===== src/rtl/serial_adder_controller.sv =====
// Bit-serial adder: one full-adder slice, time-multiplexed LSB first over DATA_WIDTH cycles.
// state | meaning
// IDLE  | ready for operands; Sum_Out/Carry_Out keep the last result
// RUN   | one bit per cycle through the slice
// DONE  | result valid, held until the consumer takes it
module serial_adder_controller #(
  parameter int DATA_WIDTH = 8
) (
  input  logic                  Clk,
  input  logic                  Reset,
  input  logic                  In_Valid_In,
  output logic                  In_Ready_Out,
  input  logic [DATA_WIDTH-1:0] Data_A_In,
  input  logic [DATA_WIDTH-1:0] Data_B_In,
  input  logic                  Carry_In,
  output logic                  Out_Valid_Out,
  input  logic                  Out_Ready_In,
  output logic [DATA_WIDTH-1:0] Sum_Out,
  output logic                  Carry_Out,
  output logic                  Busy_Out
);

  localparam int CW = $clog2(DATA_WIDTH) + 1;

  typedef enum logic [1:0] {IDLE, RUN, DONE} state_t;

  state_t                r_state;
  state_t                w_state_next;
  logic [DATA_WIDTH-1:0] r_a;
  logic [DATA_WIDTH-1:0] r_b;
  logic [DATA_WIDTH-1:0] r_sum;
  logic                  r_carry;
  logic [CW-1:0]         r_cnt;

  logic                  w_s;
  logic                  w_c;
  logic                  w_last;
  logic [DATA_WIDTH:0]   w_sum_cat;

  assign w_s       = r_a[0] ^ r_b[0] ^ r_carry;
  assign w_c       = (r_a[0] & r_b[0]) | (r_b[0] & r_carry) | (r_a[0] & r_carry);
  // Concatenate-then-slice keeps the sum shift legal when DATA_WIDTH is 1.
  assign w_sum_cat = {w_s, r_sum};
  assign w_last    = (r_cnt == CW'(DATA_WIDTH - 1));

  assign Sum_Out   = r_sum;
  assign Carry_Out = r_carry;

  always_ff @(posedge Clk) begin
    if (Reset) r_state <= IDLE;
    else       r_state <= w_state_next;
  end

  always_comb begin
    w_state_next  = r_state;
    In_Ready_Out  = 1'b0;
    Out_Valid_Out = 1'b0;
    Busy_Out      = 1'b1;
    case (r_state)
      IDLE: begin
        In_Ready_Out = 1'b1;
        Busy_Out     = 1'b0;
        if (In_Valid_In) w_state_next = RUN;
      end
      RUN: begin
        if (w_last) w_state_next = DONE;
      end
      DONE: begin
        Out_Valid_Out = 1'b1;
        if (Out_Ready_In) w_state_next = IDLE;
      end
      default: w_state_next = IDLE;
    endcase
  end

  always_ff @(posedge Clk) begin
    if (Reset) begin
      r_a     <= '0;
      r_b     <= '0;
      r_sum   <= '0;
      r_carry <= 1'b0;
      r_cnt   <= '0;
    end else begin
      case (r_state)
        IDLE: begin
          if (In_Valid_In) begin
            r_a     <= Data_A_In;
            r_b     <= Data_B_In;
            r_carry <= Carry_In;
            r_cnt   <= '0;
          end
        end
        RUN: begin
          r_a     <= r_a >> 1;
          r_b     <= r_b >> 1;
          r_sum   <= w_sum_cat[DATA_WIDTH:1];
          r_carry <= w_c;
          r_cnt   <= r_cnt + CW'(1);
        end
        default: ;
      endcase
    end
  end

endmodule


===== config.mk =====
export PLATFORM = sky130hd
export DESIGN_NAME = serial_adder_controller
export DESIGN_NICKNAME = d
export VERILOG_FILES = /design/src/rtl/serial_adder_controller.sv
export SDC_FILE = /design/constraint.sdc
export NUM_CORES = 1
export LEC_CHECK = 0
export ABC_AREA = 1
export CORE_MARGIN = 2
export CORE_UTILIZATION = 47
export DETAILED_ROUTE_END_ITERATION = 16
export PLACE_DENSITY = 0.75
export SLEW_MARGIN = 0
export SYNTH_ARGS = -nofsm -noshare
export SYNTH_HDL_FRONTEND = slang
export SYNTH_SLANG_ARGS = --single-unit

===== constraint.sdc =====
create_clock -name Clk -period 1.25 [get_ports Clk]
set_input_delay 0.25 -clock Clk [delete_from_list [all_inputs] [get_ports Clk]]
set_output_delay 0.25 -clock Clk [all_outputs]
set_load 0.02 [all_outputs]

# Word-level counts from Yosys, hierarchy flattened
# Cells that the tools add are included.
# totals
regBits	31
in_bits	21
output_inout_bits	12
elab_cells	39
# classes
n_addsub	1
n_eq_ne	6
muxes	15
bitwise_logic	7
reduce_logical	4
# op_table
cell	count
one-hot mux 8 bit (2 select lines)	2
two-way mux 8 bit	2
one-hot mux 4 bit (2 select lines)	1
two-way mux 2 bit	3
!= test 2 bit (second input constant)	3
one-hot mux 2 bit (3 select lines)	1
adder 4 x 1 -> 4 bit (second input constant)	1
== test 4 x 3 -> 1 bit (second input constant)	1
two-way mux 1 bit	4
two-way mux 4 bit	1
bitwise AND 1 bit	3
AND reduction 3 bit	1
== test 2 x 1 -> 1 bit (second input constant)	1
== test 2 bit (second input constant)	1
zero test 2 bit	1
OR 1 bit	2
one-hot mux 1 bit (2 select lines)	1
AND reduction 2 bit	1
nonzero test 2 bit	1
bitwise XOR 1 bit	2

# Logic depth before layout (Yosys ltp)
# logic_depth
ltp_word	4
ltp_mapped	8
mapped_depth_nobuf	6

# Least setup slack after synthesis
# No wires, ideal clock.
# synth_path
path_kind	reg2reg
start	register r_carry, in the netlist Carry_Out
end	register r_sum[7], in the netlist Sum_Out[7]
t_arrival_ps	1085
t_required_ps	1134
setup_slack_ps	49
stages_incl_launch_ff	4
n_path_buf	0
path_cell_list	dfxtp_1 -> fa_1 -> o21ai_0 -> nor2_1
# synth_via
elab_chain_len	1
# synth_lines
item	line	text
start: declaration	32	logic r_carry;
start signal: assignment	89	r_carry <= Carry_In;
start signal: assignment	97	r_carry <= w_c;
bitwise XOR 1 bit	40	assign w_s = r_a[0] ^ r_b[0] ^ r_carry;
named net w_s	35	logic w_s;
end signal: assignment	96	r_sum <= w_sum_cat[DATA_WIDTH:1];
end: declaration	31	logic [DATA_WIDTH-1:0] r_sum;
# The timed path passes the listed nets, and every way through them passes these cells.
# A chain may end at the register's enable or synchronous reset.

# Final worst setup path
# layout_path
start	register r_state[1]
end	register r_b[2]
# layout_via
elab_chain_len	3
word_cells_on_any_way	6
# layout_lines
item	line	text
start: declaration	27	state_t r_state;
start signal: assignment	51	else r_state <= w_state_next;
== test 2 x 1 -> 1 bit or zero test 2 bit (tied branches)	84	case (r_state)
nonzero test 2 bit (no source line) or != test 2 bit (tied branches)	--	
AND reduction 2 bit (no source line)	--	
end signal: assignment	88	r_b <= Data_B_In;
end signal: assignment	95	r_b <= r_b >> 1;
end: declaration	30	logic [DATA_WIDTH-1:0] r_b;
# Parallel ways exist; a longest one is shown, timed or not.

==> results.sh <==
export IMPL_postSynthAreaPerCell_um2=6.98
export IMPL_fmax_ghz=0.754
export IMPL_globalRouteTotalUtil_pct=21.4
export IMPL_clkSinkCount=31
export IMPL_drive_gt1_share_pct=34.1
export IMPL_total_switching_power_mw=0.844
export IMPL_num_io_pins=33
export IMPL_fin_crit_ps=1330
export IMPL_crit_path_cell_trace="buf_6, buf_4, nor2_4, clkbuf_16, nand2_1, nand2_1, nor2_1, nor2_1"
export IMPL_tns_ps=-725
export IMPL_areaGrowthSynthToFinish_pct=44.9
export IMPL_insertedDiodeCount=0
export IMPL_final_fill_count=248
export IMPL_critPathSlowestCell="sky130_fd_sc_hd__dfxtp_2"
export IMPL_cts_made_buffers=5
export IMPL_hold_path_class="in2reg"
export IMPL_ir_drop_v=0.000593
export IMPL_setup_slack_ps=-76.9
export IMPL_kind_of_end_point_of_the_critical_path="flop"
export IMPL_drt_vias_per_instance=4.91
export IMPL_synth_area_leader_cell="sky130_fd_sc_hd__dfxtp_1"
export IMPL_violated_checks="setup timing"
export IMPL_yosys_warning_total=0
export IMPL_p_leak_nw=1.05
export IMPL_ys_top_cells_by_area="sky130_fd_sc_hd__dfxtp_1 (42%), sky130_fd_sc_hd__nand2_1 (12%), sky130_fd_sc_hd__nor2_1 (9.8%), sky130_fd_sc_hd__nand3_1 (9.1%), sky130_fd_sc_hd__inv_1 (5.8%)"
export IMPL_drt_pre_antenna_iters=4
export IMPL_share_clk_of_total_power_pct=22.9
export IMPL_rsz0062_at_grt="yes"
export IMPL_path_delay_family="buffers and inverters"
export IMPL_non_filler_cell_area_final_um2=2160
export IMPL_internal_mw=1.64
export IMPL_final_cells=308
export IMPL_number_of_setup_violations_in_the_final_report=19
export IMPL_drt_wirelength_per_cell_um=11.9
export IMPL_numPlacedInstances=297
export IMPL_combinationalPowerShare_pct=30.9
export IMPL_number_of_buffers_added_to_fix_hold_violations_after_cts=0
export IMPL_layout_cells_most_common="sky130_fd_sc_hd__nor2_1"
export IMPL_grt_overflow=0
export IMPL_power_density_nw_per_um2=1150
export IMPL_worst_ep_required_time_ps=1530
export IMPL_timing_hold_violations_final=0
export IMPL_vias=1511
export IMPL_chip_height_um=60.4
export IMPL_final_core_util_pct=71.4
export IMPL_synth_seq_cells=31
export IMPL_fin_worst_skew_ps=8.71
export IMPL_h_tree_depth=2
export IMPL_antenna_found_initial=0
export IMPL_share_of_the_clock_period_used_by_the_worst_path_pct=106
export IMPL_synth_cells=214
export IMPL_dpl_instance_area_um2=1950
export IMPL_antenna_violating_nets_post_route=0
export IMPL_hpwl_reported_at_the_end_of_detailed_placement_mm=2.30
export IMPL_layout_nets=286
export IMPL_grt_first_pass_wirelength_mm=5.82
export IMPL_grt_start_max_net_pins=17
export IMPL_postSynthNetCount=237
export IMPL_worstSkewPairLatency_ps=340
export IMPL_port_buffers=32
export IMPL_mostFrequentLayoutCells="sky130_fd_sc_hd__nor2_1 (38), sky130_fd_sc_hd__dfxtp_1 (27), sky130_fd_sc_hd__nand2_1 (27)"
export IMPL_route_final_wire_length_mm=3.66
export IMPL_share_seq_of_total_power_pct=46.2
export IMPL_critPathMaxFanout=7
export IMPL_netlist_area_leader_share_pct=41.6
export IMPL_switching_share_pct=34.0
export IMPL_post_syn_area_um2=1490
export IMPL_run_status="complete, but fails checks"
export IMPL_detail_route_drc_violations=0
export IMPL_first_global_vias=1360
export IMPL_max_cap_violations=0
export IMPL_path_clk_slew_ps=100
export IMPL_core_area_um2=3030
export IMPL_timing_critical_path_arrival_ps=1610
export IMPL_clock_tree_buffer_depth=2
export IMPL_std_cell_rows=20
export IMPL_worstSetupStartpointType="flop"
export IMPL_synth_cell_type_count=18
export IMPL_ys_seq_area_share_pct=41.6
export IMPL_drt_iter0_drc=118
export IMPL_timing_critical_path_slowest_cell_delay_ps=340
export IMPL_worst_slew_pin_slew_ps=493
export IMPL_global_placement_routability_congestion=0.783
export IMPL_floorplan_die_area_um2=3640
export IMPL_tritoncts="yes"
export IMPL_die_w_um=60.4
export IMPL_report_final_slew_viol_count=0
export IMPL_critical_path_class="reg2reg"
export IMPL_floorplan_initialDensity_pct=49.3
export IMPL_timing_slew_headroom_pct=67.1
export IMPL_ctsRootBufferMaster="sky130_fd_sc_hd__clkbuf_4"
export IMPL_critical_path_buf_inv_count=3
## tightest hold or removal path, cell delays in order
cell and delay [ps]:
sky130_fd_sc_hd__clkdlybuf4s50_1 390, sky130_fd_sc_hd__nand2_1 60, sky130_fd_sc_hd__a21oi_1 50
## cells by family (layout without fill, tap and decap cells)
logic type,count (synthesis),count (layout),synth area share [%]
compound gates,20,20,6.71
fa+ha+maj,2,2,2.18
buf+inv,35,85,11.2
flops,31,31,41.6
simple gates,126,126,38.3
## state kept, by name (all words and copies together) (netlist names)
signal and flops:
r_a 8, r_b 8, r_state 2, Carry_Out 1, Sum_Out 8, r_cnt 4
## final timing paths
check,cells after the start,to,from,slack (ps)
worst max-delay path,8,r_b[2],r_state[1],-80
worst min-delay path,3,r_a[7],Data_A_In[7],450
worst max register to register,8,r_b[2],r_state[1],-80
worst min register to register,2,Sum_Out[0],Sum_Out[0],490
## routing by layer
metal / vias up / global-route usage [%] / wire [µm]
li1: 768 / - / -
met1: 694 / 26.4 / 1600
met2: 41 / 35.1 / 1790
met3: 8 / 6.82 / 205
met4: 0 / 7.62 / 63
met5: - / 0 / 0
## cell usage after synthesis, drive strengths merged
master	n
a21oi	8
dfxtp	31
o21ai	12
and3	1
buf	9
clkbuf	2
inv	24
nand2	49
nand3	27
fa	1
nor2	49
ha	1
## final cells by class
cell class / count / area, µm² / area share [%]
tap: 44 / 55.1 / 2.54
inverter: 24 / 92.6 / 4.28
clock buffer: 5 / 37.5 / 1.74
sequential: 31 / 628 / 29.0
clock inverter: 3 / 15.0 / 0.694
multi-input combinational: 148 / 835 / 38.6
timing repair buffer: 53 / 500 / 23.1
## power by group through the flow
| stage | clock (mW) | sequential [mW] | combinational (mW) |
|---|---|---|---|
| final | 0.569 | 1.15 | 0.767 |
| after global routing | 0.624 | 1.16 | 0.843 |
| after CTS | 0.577 | 1.13 | 0.698 |
| after detailed placement | 0 | 1.15 | 0.682 |
| after global placement | 0 | 1.15 | 0.676 |
| after floorplan | 0 | 1.18 | 0.367 |
## per-stage QoR
| stage | setup WS (ps) | power (mW) | hold WS [ps] |
|---|---|---|---|
| after floorplan | 49.5 | 1.55 | 393 |
| after global placement | -162 | 1.83 | 463 |
| after detailed placement | -207 | 1.83 | 471 |
| after CTS | -92.8 | 2.41 | 449 |
| after global routing | -119 | 2.63 | 485 |
| final | -76.9 | 2.48 | 453 |
## timing repair
action / 4_1_cts / 5_1_grt
resized for setup: 51 / 57
cloned: 0 / 1
endpoints found under the setup margin: 37 / 41
buffers inserted: 2 / 1
pin swaps: 1 / 17
hold endpoints to repair: 0 / 0
Note: power is estimated with default switching activity, not from simulation.
